File: src/rtl/note_lane_ctrl.sv
// note_lane_ctrl: once-per-frame sequencer for the five note lanes.
// Fetches beat patterns, spawns notes, moves them down the screen, retires
// missed notes, judges button presses against the hit zone and keeps score/combo.
//
// state | meaning
// IDLE  | waiting for frame_tick; button presses are judged here
// FETCH | pat_req raised, waiting for pat_valid from the pattern ROM
// SPAWN | captured pattern spawns notes on free lanes
// MOVE  | active notes advance by SPEED, notes past the window are missed
module note_lane_ctrl #(
    parameter int SPEED       = 2,
    parameter int BEAT_FRAMES = 30,
    parameter int HIT_TOP     = 425,
    parameter int HIT_BOT     = 470,
    parameter int HIT_POINTS  = 10,
    parameter int SCORE_MAX   = 99999
) (
    input  logic        clk,
    input  logic        rst_n,
    input  logic        frame_tick,
    input  logic [4:0]  btn,
    output logic        pat_req,
    input  logic        pat_valid,
    input  logic [4:0]  pat_data,
    output logic [4:0]  note_active,
    output logic [49:0] note_y,
    output logic [16:0] score,
    output logic [7:0]  combo,
    output logic        hit_pulse,
    output logic        miss_pulse
);
    localparam int              CW        = (BEAT_FRAMES > 1) ? $clog2(BEAT_FRAMES) : 1;
    localparam logic [CW-1:0]   BEAT_LAST = CW'(BEAT_FRAMES - 1);
    localparam logic [9:0]      Y_TOP     = 10'(HIT_TOP);
    localparam logic [9:0]      Y_BOT     = 10'(HIT_BOT);
    localparam logic [10:0]     Y_STEP    = 11'(SPEED);
    localparam logic [17:0]     PTS       = 18'(HIT_POINTS);
    localparam logic [17:0]     S_MAX     = 18'(SCORE_MAX);

    typedef enum logic [1:0] {IDLE, FETCH, SPAWN, MOVE} state_t;

    state_t        state;
    logic [CW-1:0] beat_cnt;
    logic [4:0]    btn_s1, btn_s2, btn_prev;
    logic [4:0]    press, pend, judge, pat_lat;
    logic [4:0]    hit_vec, stray_vec, miss_vec;
    logic [10:0]   y_sum [5];
    logic [9:0]    y_mv [5];
    logic [2:0]    hit_n;
    logic [17:0]   score_sum;
    logic [16:0]   score_next;
    logic [8:0]    combo_sum;
    logic [7:0]    combo_next;

    assign press = btn_s2 & ~btn_prev;
    // presses held back while busy are merged with fresh ones on the first IDLE cycle
    assign judge = press | pend;

    // two-flop synchronizer plus history flop for rising-edge detection
    always_ff @(posedge clk or negedge rst_n) begin
        if (!rst_n) begin
            btn_s1   <= '0;
            btn_s2   <= '0;
            btn_prev <= '0;
        end else begin
            btn_s1   <= btn;
            btn_s2   <= btn_s1;
            btn_prev <= btn_s2;
        end
    end

    // per-lane move/miss/hit evaluation and saturating score/combo arithmetic
    always_comb begin
        hit_vec   = '0;
        stray_vec = '0;
        miss_vec  = '0;
        hit_n     = '0;
        y_sum     = '{default: '0};
        y_mv      = '{default: '0};
        for (int i = 0; i < 5; i++) begin
            y_sum[i]     = {1'b0, note_y[10*i +: 10]} + Y_STEP;
            y_mv[i]      = y_sum[i][10] ? 10'h3FF : y_sum[i][9:0];
            miss_vec[i]  = note_active[i] && (y_mv[i] > Y_BOT);
            hit_vec[i]   = judge[i] && note_active[i] &&
                           (note_y[10*i +: 10] > Y_TOP) && (note_y[10*i +: 10] <= Y_BOT);
            stray_vec[i] = judge[i] && !hit_vec[i];
            hit_n        = hit_n + {2'b00, hit_vec[i]};
        end
        score_sum  = {1'b0, score} + ({15'd0, hit_n} * PTS);
        score_next = (score_sum > S_MAX) ? S_MAX[16:0] : score_sum[16:0];
        combo_sum  = {1'b0, combo} + {6'd0, hit_n};
        if (|stray_vec)
            combo_next = '0;
        else
            combo_next = combo_sum[8] ? 8'hFF : combo_sum[7:0];
    end

    // frame sequencer with registered lane, score and handshake outputs
    always_ff @(posedge clk or negedge rst_n) begin
        if (!rst_n) begin
            state       <= IDLE;
            beat_cnt    <= '0;
            pend        <= '0;
            pat_lat     <= '0;
            pat_req     <= 1'b0;
            note_active <= '0;
            note_y      <= '0;
            score       <= '0;
            combo       <= '0;
            hit_pulse   <= 1'b0;
            miss_pulse  <= 1'b0;
        end else begin
            hit_pulse  <= 1'b0;
            miss_pulse <= 1'b0;
            case (state)
                IDLE: begin
                    pend <= '0;
                    // judging comes before the frame decision in the same cycle
                    if (|judge) begin
                        for (int i = 0; i < 5; i++) begin
                            if (hit_vec[i]) begin
                                note_active[i]      <= 1'b0;
                                note_y[10*i +: 10]  <= '0;
                            end
                        end
                        score     <= score_next;
                        combo     <= combo_next;
                        hit_pulse <= |hit_vec;
                    end
                    if (frame_tick) begin
                        if (beat_cnt == BEAT_LAST) begin
                            beat_cnt <= '0;
                            state    <= FETCH;
                        end else begin
                            beat_cnt <= beat_cnt + CW'(1);
                            state    <= MOVE;
                        end
                    end
                end
                FETCH: begin
                    pend <= pend | press;
                    if (pat_req && pat_valid) begin
                        pat_lat <= pat_data;
                        pat_req <= 1'b0;
                        state   <= SPAWN;
                    end else begin
                        pat_req <= 1'b1;
                    end
                end
                SPAWN: begin
                    pend <= pend | press;
                    for (int i = 0; i < 5; i++) begin
                        if (pat_lat[i] && !note_active[i]) begin
                            note_active[i]     <= 1'b1;
                            note_y[10*i +: 10] <= '0;
                        end
                    end
                    state <= MOVE;
                end
                MOVE: begin
                    pend <= pend | press;
                    for (int i = 0; i < 5; i++) begin
                        if (note_active[i]) begin
                            if (miss_vec[i]) begin
                                note_active[i]     <= 1'b0;
                                note_y[10*i +: 10] <= '0;
                            end else begin
                                note_y[10*i +: 10] <= y_mv[i];
                            end
                        end
                    end
                    if (|miss_vec) begin
                        combo      <= '0;
                        miss_pulse <= 1'b1;
                    end
                    state <= IDLE;
                end
                default: state <= IDLE;
            endcase
        end
    end
endmodule
File: config.mk
export PLATFORM = sky130hd
export DESIGN_NAME = note_lane_ctrl
export DESIGN_NICKNAME = d
export VERILOG_FILES = /design/src/rtl/note_lane_ctrl.sv
export SDC_FILE = /design/constraint.sdc
export NUM_CORES = 1
export LEC_CHECK = 0
export ABC_CLOCK_PERIOD_IN_PS = 7700
export CORE_ASPECT_RATIO = 1.75
export CORE_MARGIN = 1.5
export CORE_UTILIZATION = 45
export DETAILED_ROUTE_END_ITERATION = 6
export PLACE_DENSITY_LB_ADDON = 0.25
export SLEW_MARGIN = 5
export SYNTH_ARGS = -nofsm -noshare
export SYNTH_HDL_FRONTEND = slang
export SYNTH_SLANG_ARGS = --single-unit
File: constraint.sdc
create_clock -name clk -period 7.7 [get_ports clk]
set_input_delay 1.54 -clock clk [delete_from_list [all_inputs] [get_ports clk]]
set_output_delay 1.54 -clock clk [all_outputs]
set_load 0.005 [all_outputs]
# Word-level counts from Yosys, hierarchy flattened
# Cells that the tools add are included.
[classes]
order_cmp = 16
multipliers = 1
muxes = 66
eq_ne = 23
n_addsub = 12
bitwise = 3
n_reduce_logical = 64
[op_table]
columns = ["op", "n"]
rows = [
  ["$mux 10", 25],
  ["$pmux 50 s3", 1],
  ["$gt 10x9->1 const B", 10],
  ["$add 10x2->11 const B", 5],
  ["$le 10x9->1 const B", 5],
  ["$mux 50", 1],
  ["$ne 2x2->1 const B", 19],
  ["$mux 8", 4],
  ["$logic_and 1x1->1", 31],
  ["$mux 1", 25],
  ["$reduce_and 5->1", 5],
  ["$reduce_and 4->1", 5],
  ["$reduce_or 5->1", 4],
  ["$add 17x7->18", 1],
  ["$gt 18x17->1 const B", 1],
  ["$mux 17", 1],
  ["$pmux 8 s2", 1],
  ["$pmux 5 s3", 1],
  ["$logic_not 1->1", 10],
  ["$mux 5", 2],
  ["$pmux 5 s2", 1],
  ["$add 8x3->9", 1],
  ["$pmux 2 s4", 1],
  ["$reduce_and 2->1", 4],
  ["other kinds (17)", 21],
]
[word_totals]
elab_cells = 207
register_bits = 115
output_inout_bits = 83

# Logic depth before layout (Yosys ltp)
# Gate-level depths: netlist (run 1).
[logic_depth]
word_depth = 15
mapped_depth = 22

# Least setup slack after synthesis (run 1)
# OpenSTA, ideal clock, no wires.
[synth_path]
path_type = "register to register"
start = "reg note_y[32]"
end = "reg score[7]"
synth_period_minus_slack_ns = 5.377
setup_ns = 0.119
path_buffers = 2
stages_incl_launch_ff = 23
arrival_ns = 5.259
setup_slack_ns = 2.323
path_cell_list = "dfrtp_1 -> buf_4 -> a31oi_1 -> o211ai_1 -> a2111oi_2 -> nand2b_1 -> fa_1 -> inv_1 -> fa_1 -> ha_1 -> ha_1 -> ha_1 -> ha_1 -> nand4_1 -> o21bai_1 -> o21ai_1 -> a221oi_1 -> o41ai_1 -> o31a_1 -> a221oi_1 -> buf_2 -> a21oi_1 -> o21a_1"
[synth_between]
elab_chain_cells = 9
[synth_lines]
columns = ["element", "line", "source"]
rows = [
  ["from (decl)", "26", "output logic [49:0] note_y,"],
  ["from (signal, indexed assignment)", "168", "note_y[10*i +: 10] <= y_mv[i];"],
  ["$gt 10x9->1", "85", "(note_y[10*i +: 10] > Y_TOP) && (note_y[10*i +: 10] <= Y_BOT);"],
  ["$logic_and 1x1->1", "84", "hit_vec[i] = judge[i] && note_active[i] &&"],
  ["$logic_and 1x1->1 (*)", "85", ""],
  ["$add 3x1->3 (*) (2 in series)", "87", "hit_n = hit_n + {2'b00, hit_vec[i]};"],
  ["$mul 3x3->6 (*)", "89", "score_sum = {1'b0, score} + ({15'd0, hit_n} * PTS);"],
  ["$add 17x7->18 (*)", "89", ""],
  ["$gt 18x17->1", "90", "score_next = (score_sum > S_MAX) ? S_MAX[16:0] : score_sum[16:0];"],
  ["$mux 17 (*)", "90", ""],
  ["to (signal assigned)", "126", "score <= score_next;"],
  ["to (decl)", "27", "output logic [16:0] score,"],
]
# Mark *: on every way between the ends. The rest lies on a longest branch, timed or not.
# A chain may end at the register's enable or synchronous reset.

# Worst setup path in the final report (run 1)
[layout_path]
start = "reg note_y[31]"
end = "reg score[7]"
# The elaborated chain is that of the path after synthesis.

==> results of run 1 <==
through the flow:
step / util / cell area (um^2) / worst slack, ns / instances
4_1_cts: 0.5689 / 8797 / 1.248 / 1099
5_1_grt: 0.5689 / 8797 / 0.7054 / 1099
2_1_floorplan: - / 7161 / 2.323 / 822
3_5_place_dp: 0.5303 / 8200 / 1.265 / 1067
6_report: 0.5689 / 8797 / 1.237 / 1099
3_3_place_gp: 0.5303 / 8200 / 1.435 / 1067
cell families (layout without fill, tap and decap cells):
group                      after synthesis  after routing  share of synthesized area
adders and majority gates               29             29                    0.05487
and+or+nand+nor                        266            266                     0.1817
muxes                                   12             12                    0.01817
AOI/OAI and AO/OA                      294            294                     0.2717
xor gates and xnor gates                16             16                    0.01957
buffers and inverters                   90            181                    0.05207
DFF                                    115            115                     0.4019
cell usage after synthesis (11+ instances only):
library cell	number
a31oi_1	20
inv_1	49
dfrtp_1	115
a22o_1	15
and3_1	11
clkbuf_1	26
ha_1	25
nor2_1	61
o21ai_0	67
nor3_1	18
o21a_1	13
a21o_1	16
o211ai_1	11
nand4_1	15
a21oi_1	56
nand3_1	38
nand2_1	73
o21ai_1	14
cells in the final DEF, fill, tap and decap left out, types with 5 or more instances in the layout:
cell type        netlist  final
clkbuf_16              0     17
xor2_1                 7      7
nor3_1                18     17
xnor2_1                9      9
o31ai_1                7      7
inv_1                 49     49
and3_1                11     11
o21a_1                13     13
nand3_1               38     38
a21boi_0               7      7
dfrtp_1              115    115
and2_1                 9      9
a21o_1                16     16
nand4_1               15     15
nand2b_1               6      6
a31oi_1               20     20
nor2_1                61     61
a21oi_1               56     56
nand2_1               73     73
mux2_2                 8      8
o21ai_0               67     67
a22o_1                15     15
o2111ai_1              5      5
ha_1                  25     25
o211ai_1              11     11
nor2b_1               10     10
a41oi_1                5      5
o21ai_1               14     14
o22ai_1                7      7
clkdlybuf4s50_1        0     95
a31o_2                 5      5
per-layer routing:
metal,part of all wire,track usage
met3,0.038,0.04559
met1,0.40,0.2569
met5,0,0
met2,0.54,0.4291
met4,0.022,0.08145
registers in the layout, indices dropped and copies added, names as in the netlist, 5 cells and up:
signal / count
btn_s1: 5
btn_s2: 5
combo: 8
pat_lat: 5
note_active: 5
btn_prev: 5
note_y: 50
beat_cnt: 5
score: 17
pend: 5
worst min path at each step:
stage,from,to,slack (ns),cells after the start
after detailed placement,btn_s1[4],btn_s2[4],0.34,0
after floorplan,btn_s1[0],btn_s2[0],0.33,0
final,btn_s1[4],btn_s2[4],0.35,0
after CTS,btn_s1[4],btn_s2[4],0.35,0
after global placement,btn_s1[0],btn_s2[0],0.34,0
after global routing,btn_s1[4],btn_s2[4],0.36,0
final cells by class:
cell class                      count  area share
Timing Repair Buffer               99      0.1115
Multi-Input combinational cell    617      0.4457
Clock inverter                      9     0.01465
Sequential cell                   115      0.3271
Tap cell                          186     0.02645
Clock buffer                       23     0.05319
Inverter                           50     0.02133
report_power, final:
part | internal [mW] | switching, mW | total [mW]
clock network | 0.524 | 0.274 | 0.798
logic | 0.262 | 0.423 | 0.686
registers | 0.685 | 0.0878 | 0.773
total | 1.47 | 0.785 | 2.26
==> reports/metrics.yaml, run 1 <==
status: "complete, no violations"
antenna_found_initial: 0
synth_flop_cell: "dfrtp_1"
multi_input_area_mm2: 0.003921
tritoncts: "yes"
htreeDepth: 4
synth_area_mm2: 0.007161
area_delta_synth_final_pct: 22.86
worstSkewPairLatency_ns: 0.42
synth_top_area_share: 0.4019
via_per_inst: 6.005
worstMarginPinSlew_ns: 0.9987
setup-violations-final: 0
io_pins: 97
rsz0062_at_grt: "false"
drtPass1Iterations: 5
ys_types: 81
worst_ep_required_time_ns: 8.00
post_cts_resized: 0
reg2reg_depth: 21
clock_skew_ns: 0.009110
slew-limit-headroom: 0.3342
finalCritPeriodShare: 0.8393
fin_nets: 943
die_area_mm2: 0.01671
r2r_end: "score[7]"
ys_warn_count: 0
cts-buffers-inserted: 17
synth_area_per_cell_um2: 8.711
cellPowerDensity_mw_per_mm2: 256.6
finalPower_mw: 2.257
synth_seq_cells: 115
cts_hold_buf: 0
crit_path_end_kind: "register"
p_leak_nw: 3.621
clkSlewWorstSetupHoldPaths_ns: 0.06
endpoint: "score[7]"
max_freq_ghz: 0.1547
critical_path.max_fanout: 12
gr-total-overflow: 0
antenna_left: 0
grt_pass1_wl_mm: 31.25
drt-wirelength-per-cell_um: 17.04
crit_buf_inv: 2
port_buffers: 96
r2r-start: "note_y[31]"
async_flop_share: 1.000
cpPeakStageDelay_ns: 0.63
worstSetupPathType: "register to register"
grt_max_degree: 72
drc: 0
critPathMostFrequentCell: "ha_1"
crit_chain: "o21ai_2 -> a211o_1 -> a2111oi_2 -> nand2b_1 -> fa_1 -> inv_1 -> fa_1 -> ha_1 -> ha_1 -> ha_1 -> ha_1 -> nand4_1 -> o21bai_1 -> o21ai_1 -> a221oi_1 -> o41ai_1 -> o31a_1 -> a221oi_2 -> buf_4 -> a21oi_1 -> o21a_1"
postCtsSetupBuffers: 0
grt_pass1_vias: 6287
vdd_drop_max_mv: 0.1198
fin_setup_tns_ns: 0
seq_area_frac_synth: 0.4019
gp_congestion: 0.8727
slew_viol_final: 0
maxCapViolations: 0
fp.coreArea_mm2: 0.01546
rrSetupSlack_ns: 1.24
drt_iter0_markers: 350
yosys.area.top_type: "dfrtp_1"
report.final.hold_viol_count: 0
clk_path_buf_depth: 2
cp_top_family: "compound AO/OA/AOI/OAI gates"
cts.sinks: 115
cp-start-kind: "register"
synth_edf_count: 0
yosys-top-cells-area: "dfrtp_1 (40%), o21ai_0 (4.7%), ha_1 (4.4%), a21oi_1 (3.9%), nand2_1 (3.8%)"
finalWirelength_mm: 18.72
dp_hpwl_mm: 13.61
hold_class: "register to register"
min_period_ns: 6.463
regArea_mm2: 0.002878
vias: 6599
diodes: 0
hold_ws_ns: 0.3465
die_h_um: 169.9
core.rowCount: 60
cpMaxStageDelayCell: "a221oi_2"
grt_usage: 0.2304
fill_cells: 1411
drive_above_1_share: 0.06681
cp.depth: 21
syn_nets: 865
arrival_ns: 6.76
root_buffer: "clkbuf_16"
initial_core_util: 0.4630
critPathLaunch: "note_y[31]"
synth_cells: 822
die_width_um: 98.36
Power figures use the tool's default switching activity.
==> run 2, diff against run 1 <==
--- a/config.mk
+++ b/config.mk
@@ -5,7 +5,7 @@
 export SDC_FILE = /design/constraint.sdc
 export NUM_CORES = 1
 export LEC_CHECK = 0
-export ABC_CLOCK_PERIOD_IN_PS = 7700
+export ABC_CLOCK_PERIOD_IN_PS = 6560
 export CORE_ASPECT_RATIO = 1.75
 export CORE_MARGIN = 1.5
 export CORE_UTILIZATION = 45
==> constraint.sdc (replaced) <==
create_clock -name clk -period 6.56 [get_ports clk]
set_input_delay 1.312 -clock clk [delete_from_list [all_inputs] [get_ports clk]]
set_output_delay 1.312 -clock clk [all_outputs]
set_load 0.005 [all_outputs]
==> run 2 against run 1 <==
Global-route usage up 0.32 points. Clock-buffer cell count shrank 2. Largest power group is now registers. Die area did not move. Total power increased by 16%. Clock power is 13% higher. Setup slack worse by 0.87 ns. Sequential cell count unchanged. Non-clock buffer count grew 2. Sequential share of layout area about the same. Critical path depth did not move.
==> reports/metrics.yaml, run 2 (synthesis gave the netlist of run 1 again) <==
status: "complete, no violations"
finalWirelength_mm: 19.20  # +2.6%
min_period_ns: 6.195  # -0.2677 ns
maxCapViolations: 0  # unchanged
root_buffer: "clkbuf_16"
crit_buf_inv: 2  # unchanged
final_common_cell: "dfrtp_1"
io_pins: 97  # unchanged
cts_hold_buf: 0  # unchanged
top_layer: "met4"
hold_end: "btn_s2[1]"
vdd_drop_max_mv: 0.1776  # +48%
gr-total-overflow: 0  # unchanged
critPathMostFrequentCell: "ha_1"
crit_path_end_kind: "register"
grt_usage: 0.2336  # +0.003205
crit_chain: "o21ai_2 -> a211o_1 -> a2111oi_2 -> nand2b_1 -> fa_1 -> inv_1 -> fa_1 -> ha_1 -> ha_1 -> ha_1 -> ha_1 -> o21a_1 -> o31ai_2 -> a211oi_1 -> a221oi_1 -> o41ai_1 -> o31a_1 -> a221oi_2 -> buf_4 -> and3_1 -> a221o_1"
dp_hpwl_mm: 13.71  # +0.77%
final_cell_mix: "dfrtp_1 (115), clkdlybuf4s50_1 (95), nand2_1 (73)"
combPwrFrac: 0.308  # +0.004
reg2reg_depth: 21  # unchanged
cpMaxStageDelayCell: "a211oi_1"
drtPass1Iterations: 5  # unchanged
drive_above_1_share: 0.07002  # +0.003209
via_per_inst: 6.015  # +0.18%
fin_nets: 945  # +0.21%
die_h_um: 169.9  # unchanged
drc: 0  # unchanged
p_switching_mw: 0.9372  # +19%
core.rowCount: 60  # unchanged
fin_setup_tns_ns: 0  # unchanged
port_buffers: 96  # unchanged
critical_path.max_fanout: 21  # +9
clock_skew_ns: 0.01154  # +0.002432 ns
setup-violations-final: 0  # unchanged
report.final.hold_viol_count: 0  # unchanged
cp_top_family: "compound AO/OA/AOI/OAI gates"
worst_ep_required_time_ns: 6.86  # -1.14 ns
arrival_ns: 6.49  # -0.27 ns
p_leak_nw: 3.623  # about the same
reg_top3: "note_y: 50 flops, score: 17 flops, combo: 8 flops"
whs_path_depth: 0  # unchanged
antenna_left: 0  # unchanged
initial_core_util: 0.4630  # unchanged
r2r-start: "note_y[31]"
rsz0062_at_grt: "false"
cts-buffers-inserted: 17  # unchanged
cellPowerDensity_mw_per_mm2: 298.5  # +16%
antenna_found_initial: 0  # unchanged
wl_met2_mm: 10.46  # +3.5%
slew_viol_final: 0  # unchanged
worstHoldStart: "btn_s1[1]"
area_delta_synth_final_pct: 22.68
worstSkewPairLatency_ns: 0.41  # about the same
r2r_end: "score[13]"
clk_path_buf_depth: 2  # unchanged
clkSlewWorstSetupHoldPaths_ns: 0.06  # about the same
fin_cells: 1100  # +0.091%
max_freq_ghz: 0.1614  # +4.3%
tritoncts: "yes"
finalPower_mw: 2.622  # +16%
vias: 6617  # +0.27%
die_width_um: 98.36  # unchanged
fill_cells: 1401  # -0.71%
gp_congestion: 0.8708  # -0.22%
p_clk_frac: 0.345  # -0.009
postCtsSetupBuffers: 0  # unchanged
regMostFlops: "note_y"
cp-start-kind: "register"
fp.coreArea_mm2: 0.01546  # unchanged
grt_pass1_wl_mm: 31.68  # +1.4%
cts.sinks: 115  # unchanged
largest_reg_flops: 50  # unchanged
multi_input_area_mm2: 0.003921  # unchanged
diodes: 0  # unchanged
p_int_mw: 1.685  # +15%
grt_max_degree: 80  # +11%
wl_met3_um: 748  # +5.4%
share_seq_of_total_power: 0.347  # +0.004
htreeDepth: 4  # unchanged
grt_pass1_vias: 6389  # +1.6%
hold_class: "register to register"
worstSetupPathType: "register to register"
rrSetupSlack_ns: 0.36  # -0.87 ns
post_cts_resized: 0  # unchanged
drt-wirelength-per-cell_um: 17.46  # +2.5%
finalCritPeriodShare: 0.9444  # +0.1051
slew-limit-headroom: 0.3103  # -0.02392
drt_iter0_markers: 374  # +6.9%
die_area_mm2: 0.01671  # unchanged
cpPeakStageDelay_ns: 0.67  # +0.04 ns
place_inst: 1069  # +0.19%
worstMarginPinSlew_ns: 1.035  # +0.03588 ns
switching_share: 0.3574  # +0.009458
met1_length_mm: 7.527  # +0.29%
regArea_mm2: 0.002878  # unchanged
[run 2: cell types whose count changed in the layout (fill, tap and decap cells not counted)]
cell       change
buf_4          +2
clkbuf_1       -2
clkinv_2       +2
bufinv_16      -1
[run 2: layout make-up]
class,count,share of cell area
repair buffers,101,0.1134
inverters,50,0.02136
flip-flops and latches,115,0.3276
well taps,186,0.02649
clock inverters,10,0.01239
multi-input cells,617,0.4464
clock buffers,21,0.05241
[run 2: routing by layer]
layer,vias up,track usage
li1,3182,-
met1,3207,0.2590
met2,192,0.4398
met3,36,0.03737
met4,0,0.08941
met5,-,0
[run 2: metrics by stage]
step	utilization	hold slack, ns	setup WS [ns]	instance area, um^2
3_3_place_gp	0.5312	0.3354	0.5837	8215
4_1_cts	0.5680	0.3468	0.3818	8785
2_1_floorplan	-	0.3312	1.183	7161
6_report	0.5680	0.3460	0.3650	8785
5_1_grt	0.5680	0.3503	0.02625	8785
3_5_place_dp	0.5312	0.3355	0.4311	8215
[run 2: worst max-delay path by stage]
stage                          start        end  slack, ns  cells after the start
final                     note_y[31]  score[13]       0.36                     21
after global routing      note_y[31]  score[13]       0.03                     21
after CTS                 note_y[31]  score[13]       0.38                     21
after detailed placement  note_y[31]  score[13]       0.43                     21
after global placement    note_y[31]  score[13]       0.58                     21
after floorplan           note_y[32]   score[7]       1.18                     22
[run 2: power by group through the flow]
stage	sequential (mW)	clock [mW]	combinational, mW
2_1_floorplan	0.881	0	0.564
3_3_place_gp	0.917	0	0.797
3_5_place_dp	0.921	0	0.810
4_1_cts	0.910	0.919	0.814
5_1_grt	0.926	0.950	0.905
6_report	0.909	0.904	0.809
==> run 3, diff against run 2 <==
--- a/config.mk
+++ b/config.mk
@@ -5,10 +5,9 @@
 export SDC_FILE = /design/constraint.sdc
 export NUM_CORES = 1
 export LEC_CHECK = 0
-export ABC_CLOCK_PERIOD_IN_PS = 6560
 export CORE_ASPECT_RATIO = 1.75
 export CORE_MARGIN = 1.5
-export CORE_UTILIZATION = 45
+export CORE_UTILIZATION = 56
 export DETAILED_ROUTE_END_ITERATION = 6
 export PLACE_DENSITY_LB_ADDON = 0.25
 export SLEW_MARGIN = 5
==> run 3 against run 2 <==
Clock power up 6.4%. Sequential power up 0.7%. Register-to-register slack about the same. Clock skew grew 0.00087 ns. Die area fell by 19%. Combinational power hardly changed. Via count increased by 3.5%. Total power is 2.4% higher. Critical path depth unchanged. Maximum frequency up 0.10%. Critical path type unchanged. Critical endpoint unchanged. Largest cell class unchanged.
==> reports/metrics.yaml, run 3 (synthesis gave the netlist of run 1 again) <==
drt_iter0_markers: 455  # +22%
grt_pass1_wl_mm: 32.09  # +1.3%
critical_path.max_fanout: 11  # -48%
fp.coreArea_mm2: 0.01250  # -19%
status: "complete, no violations"
slew_viol_final: 0  # unchanged
diodes: 0  # unchanged
cellPowerDensity_mw_per_mm2: 304.6  # +2.0%
via_per_inst: 6.318  # +5.0%
die_h_um: 152.6  # -10%
clock_skew_ns: 0.01241  # +0.0008730 ns
drc: 0  # unchanged
crit_path_end_kind: "register"
cpMaxStageDelayCell: "a211oi_1"
largest_reg_flops: 50  # unchanged
cp-start-kind: "register"
arrival_ns: 6.49  # about the same
cp_top_family: "compound AO/OA/AOI/OAI gates"
crit_chain: "a31oi_1 -> o211ai_1 -> a2111oi_2 -> nand2b_1 -> fa_1 -> inv_1 -> fa_1 -> ha_1 -> ha_1 -> ha_1 -> ha_1 -> o21a_1 -> o31ai_2 -> a211oi_1 -> a221oi_1 -> o41ai_1 -> o31a_1 -> a221oi_2 -> buf_4 -> and3_1 -> a221o_1"
max_freq_ghz: 0.1616  # +0.10%
regMostFlops: "note_y"
vdd_drop_max_mv: 0.2110  # +19%
drtPass1Iterations: 5  # unchanged
worst_ep_required_time_ns: 6.86  # about the same
worstSkewPairLatency_ns: 0.42  # about the same
critPathMostFrequentCell: "ha_1"
antenna_left: 0  # unchanged
core.rowCount: 54  # -10%
p_leak_nw: 3.637  # +0.38%
tritoncts: "yes"
cts.sinks: 115  # unchanged
grt_max_degree: 62  # -23%
fin_setup_tns_ns: 0  # unchanged
grt_usage: 0.2973  # +0.06372
antenna_found_initial: 0  # unchanged
area_delta_synth_final_pct: 23.08
reg2reg_depth: 21  # unchanged
whs_path_depth: 0  # unchanged
reg_top3: "note_y: 50 flops, score: 17 flops, combo: 8 flops"
cp.depth: 21  # unchanged
place_inst: 1052  # -1.6%
fin_util: 0.7051  # +0.1371
worstSetupPathType: "register to register"
die_width_um: 88.48  # -10%
finalPower_mw: 2.685  # +2.4%
cpPeakStageDelay_ns: 0.68  # about the same
slew-limit-headroom: 0.3312  # +0.02091
vias: 6849  # +3.5%
htreeDepth: 4  # unchanged
rsz0062_at_grt: "false"
initial_core_util: 0.5729  # +0.1098
report.final.hold_viol_count: 0  # unchanged
drt-wirelength-per-cell_um: 17.67  # +1.2%
cts_hold_buf: 0  # unchanged
worstMarginPinSlew_ns: 1.003  # -0.03137 ns
gp_congestion: 0.8970  # +3.0%
final_cell_mix: "dfrtp_1 (115), clkdlybuf4s50_1 (95), nand2_1 (73)"
clk_path_buf_depth: 2  # unchanged
io_pins: 97  # unchanged
post_cts_resized: 0  # unchanged
dp_hpwl_mm: 13.63  # -0.62%
rrSetupSlack_ns: 0.37  # about the same
clkSlewWorstSetupHoldPaths_ns: 0.06  # about the same
grt_pass1_vias: 6794  # +6.3%
root_buffer: "clkbuf_16"
cts-buffers-inserted: 17  # unchanged
finalWirelength_mm: 19.16  # -0.24%
die_area_mm2: 0.01350  # -19%
finalCritPeriodShare: 0.9434  # -0.0009831
postCtsSetupBuffers: 0  # unchanged
setup-violations-final: 0  # unchanged
hold_class: "register to register"
gr-total-overflow: 0  # unchanged
maxCapViolations: 0  # unchanged
crit_buf_inv: 2  # unchanged
fin_cells: 1084  # -1.5%
final_common_cell: "dfrtp_1"
min_period_ns: 6.189  # -0.006449 ns
fin_nets: 946  # +0.11%
port_buffers: 96  # unchanged
drive_above_1_share: 0.07314  # +0.003122
## run 3: cell type report
class | count | area (um^2)
fillers | 974 | 3686
flip-flops and latches | 115 | 2878
well taps | 168 | 210.2
multi-input cells | 617 | 3916
repair buffers | 102 | 1003
clock buffers | 18 | 439.2
clock inverters | 14 | 178.9
inverters | 50 | 187.7
## run 3: through the flow
| step | setup WS [ns] | instance area [um^2] | hold WS [ns] |
|---|---|---|---|
| 3_3_place_gp | 0.8325 | 8195 | 0.3360 |
| 6_report | 0.3714 | 8813 | 0.3557 |
| 5_1_grt | 0.08532 | 8813 | 0.3627 |
| 2_1_floorplan | 1.183 | 7161 | 0.3312 |
| 3_5_place_dp | 0.5142 | 8195 | 0.3434 |
| 4_1_cts | 0.4718 | 8813 | 0.3583 |
## run 3: per-layer routing
layer / vias up / track usage / wire length, um
met4: 0 / 0.1362 / 581
met5: - / 0 / 0
met3: 62 / 0.05905 / 902
li1: 3183 / - / -
met2: 271 / 0.5351 / 10420
met1: 3333 / 0.3247 / 7249
## run 3: worst paths after layout
kind	end	startpoint
hold / removal	btn_s2[1]	btn_s1[1]
min in group asynchronous	score[10]	rst_n
max in group asynchronous	note_y[35]	rst_n
hold reg to reg	btn_s2[1]	btn_s1[1]
setup / recovery	score[13]	note_y[32]
setup reg to reg	score[13]	note_y[32]
## run 3: report_power, final
| part | total, mW | internal, mW | switching [mW] |
|---|---|---|---|
| clock | 0.962 | 0.611 | 0.351 |
| combinational | 0.809 | 0.309 | 0.500 |
| sequential | 0.915 | 0.804 | 0.111 |
| total | 2.68 | 1.72 | 0.961 |
